File: src/rtl/usart_pkg.sv
// Shared encodings for the usart pattern generator: traffic modes and FSM states.
package usart_pkg;

  localparam logic [1:0] MODE_FIXED = 2'b00;
  localparam logic [1:0] MODE_INC   = 2'b01;
  localparam logic [1:0] MODE_ECHO  = 2'b10;
  localparam logic [1:0] MODE_HOLD  = 2'b11;

  typedef enum logic [2:0] {
    ST_IDLE      = 3'd0,
    ST_LOAD      = 3'd1,
    ST_START     = 3'd2,
    ST_WAIT_DONE = 3'd3,
    ST_GAP       = 3'd4
  } state_e;

endpackage

File: src/rtl/usart_pattern_gen_if.sv
// UART transmit/receive handshake between the pattern generator (master) and the UART core (slave).
interface usart_pattern_gen_if #(
  parameter int DATA_W = 8
);
  logic [DATA_W-1:0] tx_data;
  logic              tx_start;
  logic              tx_busy;
  logic [DATA_W-1:0] rx_data;
  logic              rx_valid;

  modport master (output tx_data, output tx_start, input tx_busy, input rx_data, input rx_valid);
  modport slave  (input tx_data, input tx_start, output tx_busy, output rx_data, output rx_valid);
endinterface

File: src/rtl/usart_echo_fifo.sv
// Synchronous echo FIFO; a push into a full FIFO without a same-cycle pop is dropped and sets a sticky flag.
module usart_echo_fifo #(
  parameter int DATA_W = 8,
  parameter int DEPTH  = 16
) (
  input  logic              clock,
  input  logic              reset,
  input  logic              push,
  input  logic [DATA_W-1:0] push_data,
  input  logic              pop,
  output logic [DATA_W-1:0] head,
  output logic              full,
  output logic              empty,
  output logic              drop_flag
);

  localparam int AW = $clog2(DEPTH);

  logic [DATA_W-1:0] mem_q [DEPTH];
  logic [AW-1:0]     wr_ptr_q, wr_ptr_d;
  logic [AW-1:0]     rd_ptr_q, rd_ptr_d;
  logic [AW:0]       cnt_q, cnt_d;
  logic              drop_q, drop_d;
  logic              do_push, do_pop;

  assign full      = (cnt_q == (AW+1)'(DEPTH));
  assign empty     = (cnt_q == '0);
  assign head      = mem_q[rd_ptr_q];
  assign drop_flag = drop_q;

  always_comb begin
    do_pop   = pop && !empty;
    // A pop in the same cycle frees the slot, so a push into a full FIFO is still accepted.
    do_push  = push && (!full || do_pop);
    wr_ptr_d = wr_ptr_q;
    rd_ptr_d = rd_ptr_q;
    cnt_d    = cnt_q;
    drop_d   = drop_q | (push && !do_push);
    if (do_push) wr_ptr_d = wr_ptr_q + AW'(1);
    if (do_pop)  rd_ptr_d = rd_ptr_q + AW'(1);
    case ({do_push, do_pop})
      2'b10:   cnt_d = cnt_q + (AW+1)'(1);
      2'b01:   cnt_d = cnt_q - (AW+1)'(1);
      default: cnt_d = cnt_q;
    endcase
  end

  always_ff @(posedge clock or negedge reset) begin
    if (!reset) begin
      wr_ptr_q <= '0;
      rd_ptr_q <= '0;
      cnt_q    <= '0;
      drop_q   <= 1'b0;
    end else begin
      wr_ptr_q <= wr_ptr_d;
      rd_ptr_q <= rd_ptr_d;
      cnt_q    <= cnt_d;
      drop_q   <= drop_d;
    end
  end

  always_ff @(posedge clock) begin
    if (do_push) mem_q[wr_ptr_q] <= push_data;
  end

endmodule

File: src/rtl/usart_pattern_gen.sv
// Bring-up traffic source for my_usart: fixed, incrementing or echoed bytes with a programmable gap.
//   state     | meaning
//   IDLE      | waiting for enable / data to send
//   LOAD      | sample mode, latch byte (pop echo FIFO)
//   START     | tx_start held until UART reports busy
//   WAIT_DONE | waiting for busy to fall, count the byte
//   GAP       | idle gap cycles before next byte
module usart_pattern_gen
  import usart_pkg::*;
#(
  parameter int              DATA_W     = 8,
  parameter logic [DATA_W-1:0] FIXED_BYTE = DATA_W'(67),
  parameter int              ECHO_DEPTH = 16,
  parameter int              GAP_W      = 16,
  parameter int              CNT_W      = 16
) (
  input  logic               clock,
  input  logic               reset,
  input  logic               enable,
  input  logic [1:0]         mode,
  input  logic [GAP_W-1:0]   gap,
  usart_pattern_gen_if.master uart,
  output logic [CNT_W-1:0]   sent_count,
  output logic               overflow,
  output logic               active
);

  state_e              state_q, state_d;
  logic [DATA_W-1:0]   tx_data_q, tx_data_d;
  logic                tx_start_q, tx_start_d;
  logic [CNT_W-1:0]    sent_count_q, sent_count_d;
  logic [DATA_W-1:0]   inc_byte_q, inc_byte_d;
  logic [GAP_W-1:0]    gap_cnt_q, gap_cnt_d;
  logic [1:0]          mode_q, mode_d;
  logic                active_q, active_d;

  logic                fifo_push, fifo_pop, fifo_full, fifo_empty;
  logic [DATA_W-1:0]   fifo_head;

  assign fifo_push = uart.rx_valid && (mode == MODE_ECHO);

  usart_echo_fifo #(
    .DATA_W (DATA_W),
    .DEPTH  (ECHO_DEPTH)
  ) u_fifo (
    .clock     (clock),
    .reset     (reset),
    .push      (fifo_push),
    .push_data (uart.rx_data),
    .pop       (fifo_pop),
    .head      (fifo_head),
    .full      (fifo_full),
    .empty     (fifo_empty),
    .drop_flag (overflow)
  );

  always_comb begin
    state_d      = state_q;
    tx_data_d    = tx_data_q;
    tx_start_d   = tx_start_q;
    sent_count_d = sent_count_q;
    inc_byte_d   = inc_byte_q;
    gap_cnt_d    = gap_cnt_q;
    mode_d       = mode_q;
    fifo_pop     = 1'b0;
    case (state_q)
      ST_IDLE: begin
        if (enable && (mode != MODE_HOLD) && ((mode != MODE_ECHO) || !fifo_empty))
          state_d = ST_LOAD;
      end
      ST_LOAD: begin
        // The mode seen here governs the whole byte, including the post-send increment.
        mode_d = mode;
        case (mode)
          MODE_FIXED: tx_data_d = FIXED_BYTE;
          MODE_INC:   tx_data_d = inc_byte_q;
          MODE_ECHO: begin
            tx_data_d = fifo_head;
            fifo_pop  = 1'b1;
          end
          default:    tx_data_d = tx_data_q;
        endcase
        tx_start_d = 1'b1;
        state_d    = ST_START;
      end
      ST_START: begin
        if (uart.tx_busy) begin
          tx_start_d = 1'b0;
          state_d    = ST_WAIT_DONE;
        end
      end
      ST_WAIT_DONE: begin
        if (!uart.tx_busy) begin
          sent_count_d = sent_count_q + CNT_W'(1);
          if (mode_q == MODE_INC) inc_byte_d = inc_byte_q + DATA_W'(1);
          if (gap == '0) begin
            state_d = ST_IDLE;
          end else begin
            gap_cnt_d = gap;
            state_d   = ST_GAP;
          end
        end
      end
      ST_GAP: begin
        gap_cnt_d = gap_cnt_q - GAP_W'(1);
        if (gap_cnt_q == GAP_W'(1)) state_d = ST_IDLE;
      end
      default: state_d = ST_IDLE;
    endcase
    active_d = (state_d != ST_IDLE);
  end

  always_ff @(posedge clock or negedge reset) begin
    if (!reset) begin
      state_q      <= ST_IDLE;
      tx_data_q    <= '0;
      tx_start_q   <= 1'b0;
      sent_count_q <= '0;
      inc_byte_q   <= '0;
      gap_cnt_q    <= '0;
      mode_q       <= MODE_FIXED;
      active_q     <= 1'b0;
    end else begin
      state_q      <= state_d;
      tx_data_q    <= tx_data_d;
      tx_start_q   <= tx_start_d;
      sent_count_q <= sent_count_d;
      inc_byte_q   <= inc_byte_d;
      gap_cnt_q    <= gap_cnt_d;
      mode_q       <= mode_d;
      active_q     <= active_d;
    end
  end

  assign uart.tx_data  = tx_data_q;
  assign uart.tx_start = tx_start_q;
  assign sent_count    = sent_count_q;
  assign active        = active_q;

endmodule

File: src/flat_wrapper.sv
// flat-port wrapper written by rule: the top's interface ports become plain ports
module usart_pattern_gen_flat import usart_pkg::*;
#(
  parameter int              DATA_W     = 8,
  parameter logic [DATA_W-1:0] FIXED_BYTE = DATA_W'(67),
  parameter int              ECHO_DEPTH = 16,
  parameter int              GAP_W      = 16,
  parameter int              CNT_W      = 16
)
  (clock, reset, enable, mode, gap, sent_count, overflow, active, uart_tx_data, uart_tx_start, uart_tx_busy, uart_rx_data, uart_rx_valid);
  usart_pattern_gen_if #(.DATA_W(DATA_W)) uart_i ();
  input  logic clock;
  input  logic reset;
  input  logic enable;
  input  logic [1:0] mode;
  input  logic [GAP_W-1:0] gap;
  output logic [CNT_W-1:0] sent_count;
  output logic overflow;
  output logic active;
  output wire logic [$bits(uart_i.tx_data)-1:0] uart_tx_data;
  output wire logic [$bits(uart_i.tx_start)-1:0] uart_tx_start;
  input wire logic [$bits(uart_i.tx_busy)-1:0] uart_tx_busy;
  input wire logic [$bits(uart_i.rx_data)-1:0] uart_rx_data;
  input wire logic [$bits(uart_i.rx_valid)-1:0] uart_rx_valid;
  assign uart_tx_data = uart_i.tx_data;
  assign uart_tx_start = uart_i.tx_start;
  assign uart_i.tx_busy = uart_tx_busy;
  assign uart_i.rx_data = uart_rx_data;
  assign uart_i.rx_valid = uart_rx_valid;
  usart_pattern_gen #(.DATA_W(DATA_W), .FIXED_BYTE(FIXED_BYTE), .ECHO_DEPTH(ECHO_DEPTH), .GAP_W(GAP_W), .CNT_W(CNT_W)) u_core (.clock(clock), .reset(reset), .enable(enable), .mode(mode), .gap(gap), .uart(uart_i), .sent_count(sent_count), .overflow(overflow), .active(active));
endmodule
File: config.mk
export PLATFORM = sky130hd
export DESIGN_NAME = usart_pattern_gen_flat
export DESIGN_NICKNAME = d
export VERILOG_FILES = /design/src/rtl/usart_pkg.sv /design/src/rtl/usart_pattern_gen_if.sv /design/src/rtl/usart_echo_fifo.sv /design/src/rtl/usart_pattern_gen.sv /design/src/flat_wrapper.sv
export SDC_FILE = /design/constraint.sdc
export NUM_CORES = 1
export LEC_CHECK = 0
export CORE_UTILIZATION = 35
export CTS_BUF_LIST = sky130_fd_sc_hd__clkbuf_2 sky130_fd_sc_hd__clkbuf_4 sky130_fd_sc_hd__clkbuf_8
export DETAILED_ROUTE_END_ITERATION = 8
export PLACE_DENSITY = 0.49
export SYNTH_ARGS = -nofsm -noshare
export SYNTH_HDL_FRONTEND = slang
export SYNTH_SLANG_ARGS = --single-unit
File: constraint.sdc
create_clock -name clock -period 3 [get_ports clock]
set_input_delay 0.9 -clock clock [delete_from_list [all_inputs] [get_ports clock]]
set_output_delay 0.9 -clock clock [all_outputs]
set_load 0.02 [all_outputs]
Word-level counts from Yosys, hierarchy flattened
Memory sizes are Yosys's and may differ from the RTL's.
Cells that the tools add are included.
{ "totals": {"memories": 1, "wordCells": 80, "ram_bits": 128, "rom_bits": 0, "latch_bits": 0, "regBits": 69} }
{ "op_classes": {"div": 0, "n_reduce_logical": 25, "shift": 0, "bitwise": 2, "n_mux": 17, "n_addsub": 7, "eq_ne": 16, "mul": 0, "magnitude_cmp": 0} }
{ "mem_list": {"columns": ["name", "words", "word_bits", "read_ports", "rd_ports_with_merged_regs", "write_ports", "line", "source"], "rows": [
  ["u_core.u_fifo.mem_q", 16, 8, 1, 0, 1, "usart_echo_fifo.sv:19", "logic [DATA_W-1:0] mem_q [DEPTH];"]
]} }
{ "ops": {"columns": ["cell", "n"], "rows": [
  ["2-to-1 mux 16 bit", 2],
  ["one-hot mux 16 bit (2 select lines)", 1],
  ["one-hot mux 8 bit (3 select lines)", 1],
  ["adder 16 x 1 -> 16 bit, second input constant", 1],
  ["equality test 16 x 1 -> 1 bit, second input constant", 1],
  ["logical NOT 16 bit", 1],
  ["subtractor 16 x 1 -> 16 bit, second input constant", 1],
  ["2-to-1 mux 3 bit", 5],
  ["one-hot mux 3 bit (5 select lines)", 1],
  ["!= test 2 bit, second input constant", 5],
  ["one-hot mux 5 bit (2 select lines)", 1],
  ["adder 4 x 1 -> 4 bit, second input constant", 2],
  ["adder 8 x 1 -> 8 bit, second input constant", 1],
  ["equality test 2 x 1 -> 1 bit, second input constant", 3],
  ["equality test 3 x 2 -> 1 bit, second input constant", 2],
  ["logical AND 1 bit", 6],
  ["AND reduction 2 bit", 3],
  ["AND reduction 3 bit", 2],
  ["nonzero test 2 bit", 3],
  ["nonzero test 3 bit", 2],
  ["adder 5 x 1 -> 5 bit, second input constant", 1],
  ["equality test 5 bit, second input constant", 1],
  ["logical NOT 5 bit", 1],
  ["2-to-1 mux 1 bit", 5],
  ["11 further kinds", 15]
]} }

Longest topological paths before layout
{ "logic_depth": {"depth_word": 9, "ltp_mapped": 12} }

Hierarchy
A second synthesis with hierarchy kept.
{ "unflattened": {"hier_cells": 605, "area_unflattened_um2": 8707.1} }
{ "by_module_without_submodules": {"columns": ["mod", "area_per_inst_um2", "cells_each", "seq_area_each_um2", "instances"], "rows": [
  ["usart_echo_fifo", 5813.1, 316, 4194.0, 1],
  ["usart_pattern_gen", 2894.0, 289, 1376.3, 1]
]} }

Worst setup path before layout
Ideal clock, no wire load.
{ "synth_timing": {"path_kind": "input -> register", "from": "input port mode[0]", "to": "register u_core.u_fifo.cnt_q[4]", "stages": 12, "path_buffers": 1, "slack_ps": -153, "setup_ps": 135, "arrival_time_ps": 3018, "required_time_ps": 2865, "path_cell_list": "inv_1 -> ha_1 -> clkbuf_1 -> o211ai_2 -> or2_2 -> inv_1 -> ha_1 -> nor2b_1 -> o21a_1 -> o211ai_1 -> o31ai_2 -> xor2_1"} }
{ "synth_via": {"elab_chain_len": 8, "elab_cells_between_ends": 11, "cone_classes": "eq/ne (3); mux (3); reduce/logical (5)"} }
{ "synth_lines": {"columns": ["item", "line", "source"], "rows": [
  ["from (decl)", "flat_wrapper.sv:15", "input logic [1:0] mode;"],
  ["equality test 2 bit *", "usart_pattern_gen.sv:40, usart_pattern_gen.sv:74", null],
  ["2-to-1 mux 1 bit", "usart_pattern_gen.sv:74", "case (mode)"],
  ["2-to-1 mux 1 bit", "usart_pattern_gen.sv:66", "case (state_q)"],
  ["logical AND 1 bit", "usart_echo_fifo.sv:32", "do_pop = pop && !empty;"],
  ["logical OR 1 bit", "usart_echo_fifo.sv:34", "do_push = push && (!full || do_pop);"],
  ["logical AND 1 bit", "usart_echo_fifo.sv:34", null],
  ["equality test 2 x 1 -> 1 bit or equality test 2 bit (tied branches)", "usart_echo_fifo.sv:41", "case ({do_push, do_pop})"],
  ["one-hot mux 5 bit (2 select lines) or nonzero test 2 bit (tied branches)", null, null],
  ["to (signal assigned)", "usart_echo_fifo.sv:57", "cnt_q <= cnt_d;"],
  ["to (decl)", "usart_echo_fifo.sv:22", "logic [AW:0] cnt_q, cnt_d;"]
]} }
Mark *: on every way between the ends. The rest lies on a longest branch, timed or not.
A chain may end at the register's enable or synchronous reset.

Worst setup path after layout
{ "layout_timing": {"from": "input port mode[1]", "to": "register u_core.u_fifo.cnt_q[4]"} }
The elaborated chain is that of the path after synthesis.

==> out/qor.txt <==
Overall Power -> 7890 uW
cts bufs inserted -> 17
area post-placement -> 9890 um^2
DR WL/cell -> 18.5 um
Routed WL -> 19,200 um
Iteration-0 DRC Markers -> 319
PwrDens -> 766 nW/um^2
sequential share of power -> 0.482
n_diodes -> 0
# nets final -> 747
worst-path cell chain -> clkdlybuf4s50_1, ha_1, o211ai_2, or2_2, inv_1, ha_1, nor2b_1, o21a_1, o211ai_1, o31ai_2, xor2_1
Hold Vio Cnt, Final -> 0
total gr overflow -> 0
CP Launch Type -> primary input
Min-Delay Path Class -> in -> async
Routed Antenna Nets -> 0
GRT Overall Usage -> 0.159
Peak Freq -> 349 MHz
RR Endpoint -> u_core.u_fifo.cnt_q[4]
dpl hpwl -> 13,700 um
Logic pwr share -> 0.301
relative slew slack -> 0.388
syn nets -> 652
Vert. Die Dim -> 159 um
layout cell share with drive strength beyond 1 -> 0.181
ranking of synthesized cells by area -> edfxtp_1 45%, dfrtp_1 20%, mux4_2 5.7%
Final min period -> 2860 ps
Worst VDD drop -> 0.336 mV
number of remaining DRC errors -> 0
first-pass GRT wire length -> 30,700 um
die area -> 25,300 um^2
CTS sink count -> 197
vias in the first global route -> 5,337
CP endpoint kind -> flop
max-cap violations -> 0
hold_buf cts -> 0
Post-synth EDFFs -> 128
top cell type's share of synthesized area -> 0.446
Row Count -> 57
synthesized cell area -> 8620 um^2
syn avg cell area -> 14.3 um^2
I/O Pins -> 58
clock tree buffer depth -> 2
r2r setup slk -> 380 ps
r2r worst-path depth -> 10
most numerous cell in the Yosys netlist -> edfxtp_1
Critical Path RT -> 3350 ps
Seq cells post-synth -> 197
Initial Utilization -> 0.356
Final Instance Area -> 10,300 um^2
Async SR Flop Fraction -> 0.350
top cell type by total area after synthesis -> edfxtp_1
clk_lat worst skew -> 480 ps
RR Startpoint -> u_core.u_fifo.cnt_q[0]
Layout area overhead -> 19.5%
sequential area share after synthesis -> 0.646
post-route setup slack -> 135 ps
Internal Power -> 5070 uW
Max Transition Viols Final -> 0
CP max stage cell -> clkdlybuf4s50_1
Worst Hold Margin -> 423 ps
Final Cycle Share -> 0.955
CP Max Fanout -> 3
post-synthesis cell count -> 605
RSZ-0062 raised after global routing -> false
fill count -> 2,200
post-CTS setup buffers -> 0
clock slew at reported path FFs -> 110 ps
WP data arrival -> 3210 ps
vias per cell -> 5.13
vias after detailed routing -> 5,315
top post-synthesis cells by count -> 128 x edfxtp_1, 69 x dfrtp_1, 46 x nand2_1
initial antenna violation count -> 0
gpl congestion -> 0.812
PostCTS Resize Cnt -> 0
Syn. warnings -> 0
final setup vio count -> 0
slowest stage delay, CP -> 540 ps
predominant post-synthesis flop cell -> edfxtp_1
status -> complete, no violations
Yosys cell types -> 65
Worst-Margin Slew -> 918 ps
pin count of the biggest net entering global routing -> 70
Net Sw Frac -> 0.358
Clock Tree Root -> clkbuf_8
die span in x -> 159 um
Clock power frac -> 0.217
Post-Place Worst Slack -> -364 ps
CTS tree -> yes
CP dominant cell by count -> ha_1
H-tree depth -> 4
core area -> 24,200 um^2
clock skew -> 21.1 ps
DRT Pass-1 Iters -> 5
Crit Path Class -> in -> reg
P_sw -> 2820 uW
Port Buffers -> 57
Leakage -> 0.00372 uW
how the worst max path moves through the flow:
stage | start | to | slack, ps | depth (start not counted)
after floorplan | mode[0] | u_core.u_fifo.cnt_q[4] | 10 | 12
after global placement | mode[1] | u_core.u_fifo.cnt_q[4] | -290 | 11
after detailed placement | mode[1] | u_core.u_fifo.cnt_q[4] | -360 | 11
after CTS | mode[1] | u_core.u_fifo.cnt_q[4] | 150 | 11
after global routing | mode[1] | u_core.u_fifo.cnt_q[4] | 20 | 11
final | mode[1] | u_core.u_fifo.cnt_q[4] | 140 | 11
kinds of logic after synthesis:
family | after synthesis | synth area share
flops | 197 | 0.646
simple gates | 189 | 0.119
compound gates | 84 | 0.0727
buf+inv | 45 | 0.0235
mux | 42 | 0.0827
xor+xnor | 32 | 0.0325
fa+ha+maj | 16 | 0.0241
stage by stage:
stage | setup TNS [ps] | cells | utilization
6_report | 0 | 1037 | 0.425
5_1_grt | 0 | 1037 | 0.425
4_1_cts | 0 | 1037 | 0.425
3_5_place_dp | -15710 | 1005 | 0.408
3_3_place_gp | -11700 | 1005 | 0.408
2_1_floorplan | 0 | 605 | -
registers in the layout, summed over array words and instances (netlist names), 2 cells and up:
name	count
u_core.uart.tx_data	8
u_core.mode_q	2
u_core.u_fifo.rd_ptr_q	4
u_core.inc_byte_q	8
u_core.state_q	3
u_core.sent_count	16
u_core.u_fifo.wr_ptr_q	4
u_core.u_fifo.mem_q	128
u_core.gap_cnt_q	16
u_core.u_fifo.cnt_q	5
final cells by class:
type,instances,area (um^2),share of cell area
multi-input combinational,363,2850,0.277
clock buffer,17,234,0.0227
timing repair buffer,102,991,0.0962
sequential,197,5570,0.541
tap,324,405,0.0394
clock inverter,15,178,0.0172
inverter,19,71.3,0.00692
worst max-delay path, delay by kind of cell:
| kind | cells | cell delay (ps) |
|---|---|---|
| xor+xnor | 1 | 150 |
| compound gates | 4 | 580 |
| fa+ha+maj | 2 | 470 |
| buf+inv | 2 | 650 |
| simple gates | 2 | 460 |
placed cells by master, fill, tap and decap left out, drive strengths merged, types with 15 or more instances in the layout:
cell           netlist  layout
nor3                17      17
nand2               46      46
ha                  15      15
clkbuf              11      17
dfrtp               69      69
buf                 15      46
o21ai               18      18
mux4                22      22
nand3               24      24
clkdlybuf4s50        0      56
inv                 19      26
xnor2               23      23
nor2                32      32
edfxtp             128     128
power by group through the flow:
stage,registers (uW),logic (uW),clock network [uW]
after floorplan,3680,1650,0
after global placement,3850,2360,0
after detailed placement,3870,2390,0
after CTS,3810,2400,1780
after global routing,3880,2600,1890
final,3800,2380,1710
routing by layer:
metal,routed length (um),vias to the layer above,part of all wire,track usage
li1,-,2484,-,-
met1,8670,2672,0.45,0.210
met2,9370,139,0.49,0.258
met3,929,20,0.048,0.0365
met4,264,0,0.014,0.0538
met5,0,-,0,0
(Power assumes the default switching activity.)
